==> src/rtl/updown_sweep_ctrl.sv <==
// Sweep sequencer for an external up/down counter (00 hold, 01 inc, 10 dec).
// Produces up ramps, down ramps or repeated triangles inside [lo, hi].
module updown_sweep_ctrl #(
    parameter int W = 8
) (
    input  logic         i_clk,
    input  logic         i_reset,
    input  logic         i_start,
    input  logic [1:0]   i_mode,
    input  logic [W-1:0] i_limit_lo,
    input  logic [W-1:0] i_limit_hi,
    input  logic [3:0]   i_cycles,
    input  logic         i_hold,
    input  logic         i_abort,
    input  logic [W-1:0] i_count_val,
    output logic [1:0]   o_control,
    output logic         o_busy,
    output logic         o_done,
    output logic         o_err,
    output logic [3:0]   o_sweep_cnt
);

    typedef enum logic [2:0] {
        S_IDLE,
        S_SEEK,
        S_UP,
        S_DOWN,
        S_DONE
    } state_t;

    localparam logic [1:0] CTL_HOLD = 2'b00;
    localparam logic [1:0] CTL_INC  = 2'b01;
    localparam logic [1:0] CTL_DEC  = 2'b10;

    localparam logic [1:0] M_UP   = 2'b00;
    localparam logic [1:0] M_DOWN = 2'b01;
    localparam logic [1:0] M_TRI  = 2'b10;
    localparam logic [1:0] M_RSVD = 2'b11;

    state_t       r_state;
    logic [1:0]   r_mode;
    logic [W-1:0] r_lo;
    logic [W-1:0] r_hi;
    logic [3:0]   r_cycles;
    logic [3:0]   r_sweep_cnt;
    logic         r_err;

    state_t       w_next;
    logic [1:0]   w_control;
    logic         w_accept;
    logic         w_reject;
    logic         w_bad_cfg;
    logic         w_sweep_inc;
    logic [W-1:0] w_target;
    logic [3:0]   w_sweep_nxt;

    assign w_bad_cfg = (i_mode == M_RSVD) ||
                       (i_limit_lo > i_limit_hi) ||
                       ((i_mode == M_TRI) && (i_cycles == 4'd0));

    assign w_target    = (r_mode == M_DOWN) ? r_hi : r_lo;
    assign w_sweep_nxt = r_sweep_cnt + 4'd1;

    always_comb begin
        w_next      = r_state;
        w_control   = CTL_HOLD;
        w_accept    = 1'b0;
        w_reject    = 1'b0;
        w_sweep_inc = 1'b0;
        unique case (r_state)
            S_IDLE: begin
                if (i_start) begin
                    if (w_bad_cfg) begin
                        w_reject = 1'b1;
                    end else begin
                        w_accept = 1'b1;
                        w_next   = S_SEEK;
                    end
                end
            end
            S_SEEK: begin
                if (i_abort) begin
                    w_next = S_IDLE;
                end else if (!i_hold) begin
                    if (i_count_val < w_target) begin
                        w_control = CTL_INC;
                    end else if (i_count_val > w_target) begin
                        w_control = CTL_DEC;
                    end else begin
                        w_next = (r_mode == M_DOWN) ? S_DOWN : S_UP;
                    end
                end
            end
            S_UP: begin
                if (i_abort) begin
                    w_next = S_IDLE;
                end else if (!i_hold) begin
                    if (i_count_val != r_hi) begin
                        w_control = CTL_INC;
                    end else begin
                        w_next = (r_mode == M_TRI) ? S_DOWN : S_DONE;
                    end
                end
            end
            S_DOWN: begin
                if (i_abort) begin
                    w_next = S_IDLE;
                end else if (!i_hold) begin
                    if (i_count_val != r_lo) begin
                        w_control = CTL_DEC;
                    end else if (r_mode == M_TRI) begin
                        w_sweep_inc = 1'b1;
                        w_next = (w_sweep_nxt == r_cycles) ? S_DONE : S_UP;
                    end else begin
                        w_next = S_DONE;
                    end
                end
            end
            S_DONE: begin
                w_next = S_IDLE;
            end
            default: begin
                w_next = S_IDLE;
            end
        endcase
    end

    always_ff @(posedge i_clk) begin
        if (i_reset) begin
            r_state     <= S_IDLE;
            r_mode      <= M_UP;
            r_lo        <= '0;
            r_hi        <= '0;
            r_cycles    <= '0;
            r_sweep_cnt <= '0;
            r_err       <= 1'b0;
        end else begin
            r_state <= w_next;
            r_err   <= w_reject;
            if (w_accept) begin
                r_mode      <= i_mode;
                r_lo        <= i_limit_lo;
                r_hi        <= i_limit_hi;
                r_cycles    <= i_cycles;
                r_sweep_cnt <= '0;
            end else if (w_sweep_inc) begin
                r_sweep_cnt <= w_sweep_nxt;
            end
        end
    end

    assign o_control   = w_control;
    assign o_busy      = (r_state == S_SEEK) ||
                         (r_state == S_UP) ||
                         (r_state == S_DOWN);
    assign o_done      = (r_state == S_DONE);
    assign o_err       = r_err;
    assign o_sweep_cnt = r_sweep_cnt;

endmodule

==> config.mk <==
export PLATFORM = sky130hd
export DESIGN_NAME = updown_sweep_ctrl
export DESIGN_NICKNAME = d
export VERILOG_FILES = /design/src/rtl/updown_sweep_ctrl.sv
export SDC_FILE = /design/constraint.sdc
export NUM_CORES = 1
export LEC_CHECK = 0
export CAP_MARGIN = 20
export CORE_UTILIZATION = 43
export DETAILED_ROUTE_END_ITERATION = 12
export PLACE_DENSITY = 0.68
export SLEW_MARGIN = 20
export SYNTH_ARGS = -nofsm -noshare
export SYNTH_HDL_FRONTEND = slang
export SYNTH_SLANG_ARGS = --single-unit
==> constraint.sdc <==
create_clock -name i_clk -period 3.5 [get_ports i_clk]
set_clock_uncertainty 0.2 [all_clocks]
set_input_delay 0.7 -clock i_clk [delete_from_list [all_inputs] [get_ports i_clk]]
set_output_delay 0.7 -clock i_clk [all_outputs]
set_load 0.01 [all_outputs]
==> flow_summary.ini, run 1 <==
[yosys]
synth_cell_types = 42
synth_flop_cell = dfxtp_1
syn_nets = 297
avgSynthCellArea_sq_um = 8.534
synth_edf_count = 0
netlist_area_sq_um = 2091
ys_seq_area_share_pct = 28.73
ys_async_sr_fraction_pct = 0
ys_ff_latch = 30
ys_warn_count = 0
syn_inst = 245

[floorplan]
die_x_um = 71.73
io_pins = 44
start_util_pct = 44.56
rows = 25
fp.coreArea_sq_um = 4692
dieHeight_um = 71.73
design.die.area_sq_um = 5145

[clock_tree]
clock_latency_ps = 270
htreeDepth = 2
numCtsBuffers = 5
ctsHoldBuffers = 0
root_buffer = clkbuf_8
cts_buffer_depth = 2
path_clk_slew_ps = 60
cts_tree = yes
cts_sinks = 30

[finish]
layout_common_cells = 50 x nand2_1, 41 x clkdlybuf4s50_1, 30 x dfxtp_1
stdcell_count = 363
multi_input_area_sq_um = 1404
area_growth_syn_to_layout_pct = 34.35
nets = 360
insertedDiodeCount = 0
final_common_cell = nand2_1
drive_above_1_share_pct = 13.27
regArea_sq_um = 600.6
fillers = 409

[route]
wl_per_cell_um = 13.05
dr.first_iter.drc_count = 68
drc_errors = 2
drt_wl_total_um = 4738
vias_per_cell = 5.149
drt_first_pass_iters = 8
ant_nets = 0
vias = 1869

[grt]
grt_max_degree = 47
grt_pass1_vias = 1794
grt_pass1_wl_um = 7983
grt_overflow = 0
antenna_found_initial = 0
grt_usage_pct = 19.39

[power_and_ir_drop]
p_total_mw = 0.9949
p_leak_nw = 1.168
power-per-cell-area_nw_per_um2 = 354.2
vdd_drop_max_v = 0.0001797

[sta]
period_needed_ps = 3450
fin_tns_setup_ps = 0
clock.fmax_mhz = 289.8
finalCritPeriodShare_pct = 98.58
rsz0062_at_grt = true
worst_pin_slew_ps = 476.2
finalHoldViolCount = 0
drv_slew = 0
setup-violations-final = 0
slew_headroom_pct = 67.83

[status]
status = complete, but fails checks
violations = DRC

[setup_path]
cp.required_ps = 2600
crit_path_cell_trace = clkdlybuf4s50_1, ha_1, a21oi_1, o21a_1, o211ai_1, a2111oi_1, buf_2
critPathBufInv = 2
r2r_cells = 11
r2r_end = r_state[1]
path_delay_family = compound AO/OA/AOI/OAI gates
worst-path-stages = 7
path_max_fanout = 3
endpoint_kind = output port
critPathSlowestCell = clkdlybuf4s50_1
crit_path_start_kind = primary input
regToRegSetupSlack_ps = 1080
critPathLaunch = i_count_val[7]
cp_data_arrival_time_ps = 2550
cp-endpoint = o_control[0]
max_stage_delay_ps = 450
reg2reg_from = r_mode[0]
criticalPathCategory = in -> out

[place]
hpwl_um = 3758
place_congestion = 0.8116
io_buffers = 43
dp_cells = 355

[hold_path]
hold_class = reg -> reg

[run]
drv_cap = 0
-- worst register-to-register path: stages, from the launching register on --
cell and delay [ps]:
dfxtp_1 380, nand2b_4 100, buf_4 150, mux2i_1 120, ha_1 310, a21oi_1 70
o21a_1 210, buf_4 130, nand4bb_1 100, nand4_1 210, nor2b_1 200, nor3_1 160
-- cell usage after synthesis, drive strengths merged (2+ instances only) --
cell type / n / area (sq um)
nor4: 3 / 18.77
clkbuf: 5 / 18.77
nor3: 7 / 40.04
xnor2: 14 / 122.6
nand3: 4 / 20.02
inv: 11 / 41.29
nand2b: 2 / 12.51
o211ai: 2 / 15.01
o21a: 2 / 15.01
nand2: 50 / 187.7
xor2: 11 / 96.34
nor2b: 4 / 25.02
buf: 6 / 40.03
dfxtp: 30 / 600.6
o21ai: 5 / 25.02
a21oi: 8 / 40.04
mux2i: 30 / 300.3
nor2: 7 / 26.28
ha: 17 / 212.7
a2111oi: 3 / 32.53
nand4: 8 / 50.05
-- per-stage QoR --
step                      setup WS [ps]  util (%)  area (sq um)  hold slack, ps
after floorplan                   80.60         -          2091           238.1
after global placement           -357.9     57.76          2710           262.1
after detailed placement         -325.7     57.76          2710           270.4
after CTS                         9.146     59.63          2798           286.0
after global routing             -33.89     59.87          2809           297.8
final                             49.75     59.87          2809           285.2
-- cell type report --
type                            count  share of cell area (%)
Inverter                           11                   1.470
Timing Repair Buffer               67                   21.51
Sequential cell                    30                   21.38
Tap cell                           54                   2.405
Multi-Input combinational cell    193                   49.98
Clock inverter                      1                  0.1782
Clock buffer                        7                   3.074
-- timing repair --
action	CTS	global route
gates cloned	0	0
setup endpoints to repair	2	2
hold endpoints to repair	0	0
pin swaps	1	4
setup buffers	0	0
resized for setup	6	10
-- logic make-up after synthesis --
logic type               after synthesis  synth area share [%]
AND/OR/NAND/NOR                       93                 22.08
multiplexers                          31                 14.90
flip-flops                            30                 28.73
AO/OA/AOI/OAI                         27                 8.857
XOR/XNOR                              25                 10.47
buffers and inverters                 22                 4.787
adder cells (fa/ha/maj)               17                 10.17
-- worst min-delay path by stage --
stage | from | end | slack (ps) | cells past startpoint
global route | r_cycles[2] | r_cycles[2] | 300 | 2
CTS | r_cycles[2] | r_cycles[2] | 290 | 2
detailed placement | r_cycles[2] | r_cycles[2] | 270 | 2
floorplan | r_mode[1] | r_mode[1] | 240 | 2
global placement | r_cycles[0] | r_cycles[0] | 260 | 2
finish | r_cycles[0] | r_cycles[0] | 290 | 2
-- flip-flops by register name (all words and copies together), names as in the netlist --
name         count
r_hi             8
r_lo             8
o_sweep_cnt      4
r_cycles         4
r_state          3
r_mode           2
o_err            1
-- per-layer routing --
| metal | routed length, um | GRT usage [%] |
|---|---|---|
| met4 | 40 | 5.882 |
| met5 | 0 | 0 |
| met3 | 106 | 3.235 |
| met2 | 2136 | 30.71 |
| met1 | 2456 | 26.98 |
-- where the power goes --
| part | internal, mW | total, mW | switching, mW |
|---|---|---|---|
| Sequential | 0.370 | 0.395 | 0.0257 |
| Combinational | 0.168 | 0.320 | 0.152 |
| Clock | 0.158 | 0.280 | 0.121 |
(Power assumes the default switching activity.)
==> run 2: changes to the inputs <==
- GPL_ROUTABILITY_DRIVEN: default -> 1
- REMOVE_ABC_BUFFERS: default -> 1
- SETUP_SLACK_MARGIN: default -> 0.1
==> flow_summary.ini, run 2 (synthesis results as in run 1) <==
[route]
vias_per_cell = 5.311
dr.first_iter.drc_count = 124
wl_per_cell_um = 13.61
drt_first_pass_iters = 8
drt_wl_total_um = 4942
drc_errors = 1
vias = 1928
ant_nets = 0

[setup_path]
critPathLaunch = i_count_val[4]
r2r_end = r_state[0]
cp-endpoint = o_control[0]
max_stage_delay_ps = 500
cp.required_ps = 2600
regToRegSetupSlack_ps = 1100
r2r_cells = 10
critPathSlowestCell = clkdlybuf4s50_1
cp_data_arrival_time_ps = 2450
crit_path_start_kind = primary input
crit_path_cell_trace = clkdlybuf4s50_1, buf_4, xor2_1, nor4_1, a211o_1, a2111oi_4, buf_2
reg2reg_from = r_mode[1]
path_max_fanout = 2
criticalPathCategory = in -> out
endpoint_kind = output port

[sta]
setup-violations-final = 0
rsz0062_at_grt = false
hold_slack_ps = 274.6
slew_headroom_pct = 64.06
fin_tns_setup_ps = 0
period_needed_ps = 3347
worst_pin_slew_ps = 538.5
clock.fmax_mhz = 298.7
drv_slew = 0
finalCritPeriodShare_pct = 95.64
finalHoldViolCount = 0

[status]
status = complete, but fails checks
violations = DRC

[floorplan]
design.die.area_sq_um = 5145
start_util_pct = 44.56
rows = 25
io_pins = 44
dieHeight_um = 71.73
die_x_um = 71.73
fp.coreArea_sq_um = 4692

[hold_path]
hold_class = reg -> reg

[finish]
nets = 360
largestRegisters = r_hi x8, r_lo x8
insertedDiodeCount = 0
layout_common_cells = 50 x nand2_1, 34 x clkdlybuf4s50_1, 29 x dfxtp_1
drive_above_1_share_pct = 19.09
final_common_cell = nand2_1
fillers = 400
area_growth_syn_to_layout_pct = 43.51

[clock_tree]
root_buffer = clkbuf_8
cts_tree = yes
cts_buffer_depth = 2
cts_sinks = 30
clock_latency_ps = 280
numCtsBuffers = 5
htreeDepth = 2
path_clk_slew_ps = 70
ctsHoldBuffers = 0

[power_and_ir_drop]
p_leak_nw = 1.208
p_total_mw = 1.046
vdd_drop_max_v = 0.0001876
power-per-cell-area_nw_per_um2 = 348.6

[grt]
gr-usage-met3_pct = 4.641
grt_pass1_wl_um = 7879
grt_overflow = 0
top_usage_layer = met2
antenna_found_initial = 0
use_met1_pct = 28.31
grt_usage_pct = 19.66
grt_max_degree = 30
gr-usage-met2_pct = 29.04
grt_pass1_vias = 1692

[place]
place_congestion = 0.8158
io_buffers = 43
hpwl_um = 3605

[run]
drv_cap = 0
run 2: cell types whose count changed in the layout (fill, tap and decap cells not counted), sizes merged:
| cell | previous run | this run |
|---|---|---|
| dlymetal6s2s | 0 | 5 |
| clkdlybuf4s50 | 41 | 34 |
| dlygate4sd2 | 0 | 2 |
run 2: worst max-delay path, delay by kind of cell:
kind | cells | cell delay [ps]
compound gates | 2 | 660
xor+xnor | 1 | 180
buf+inv | 3 | 830
simple gates | 1 | 70
run 2: per-layer routing:
layer  vias up  share of wire, %  wire, um
li1        988                 -         -
met1       888                50      2451
met2        44                46      2259
met3         8               3.6       180
met4         0               1.0        50
met5         -                 0         0
run 2: layout make-up:
type                       instances  area [sq um]  share of cell area [%]
clock inverter                     1         5.005                  0.1668
multi-input combinational        193          1568                   52.25
sequential                        30         601.8                   20.06
tap                               54         67.56                   2.252
clock buffer                       7         86.33                   2.877
inverter                          11         41.29                   1.376
timing repair buffer              67         630.6                   21.02
run 2: stage by stage:
step | cell area (sq um) | std cells | setup slack (ps) | util, %
floorplan | 2032 | 234 | 192.4 | -
global placement | 2715 | 354 | -442.0 | 57.87
detailed placement | 2715 | 354 | -518.3 | 57.87
CTS | 2838 | 362 | 115.9 | 60.48
global route | 3000 | 363 | 69.75 | 63.95
finish | 3000 | 363 | 152.6 | 63.95
run 2: power by group:
group	internal, mW	switching, mW	total, mW
sequential	0.370	0.0351	0.405
combinational	0.187	0.164	0.351
clock	0.158	0.132	0.290
total	0.715	0.331	1.05
run 2: worst min path at each step:
stage,start,endpoint,slack [ps],cells after the start
after floorplan,r_mode[1],r_mode[1],240,2
after global placement,r_cycles[0],r_cycles[0],260,2
after detailed placement,r_cycles[0],r_cycles[0],270,2
after CTS,r_cycles[0],r_cycles[0],280,2
after global routing,r_cycles[0],r_cycles[0],290,2
final,r_cycles[0],r_cycles[0],270,2
run 2: timing repair:
action | CTS | global route
gates resized for setup | 20 | 28
buffers inserted | 0 | 1
pin swaps | 4 | 10
endpoints found under the setup margin | 2 | 2
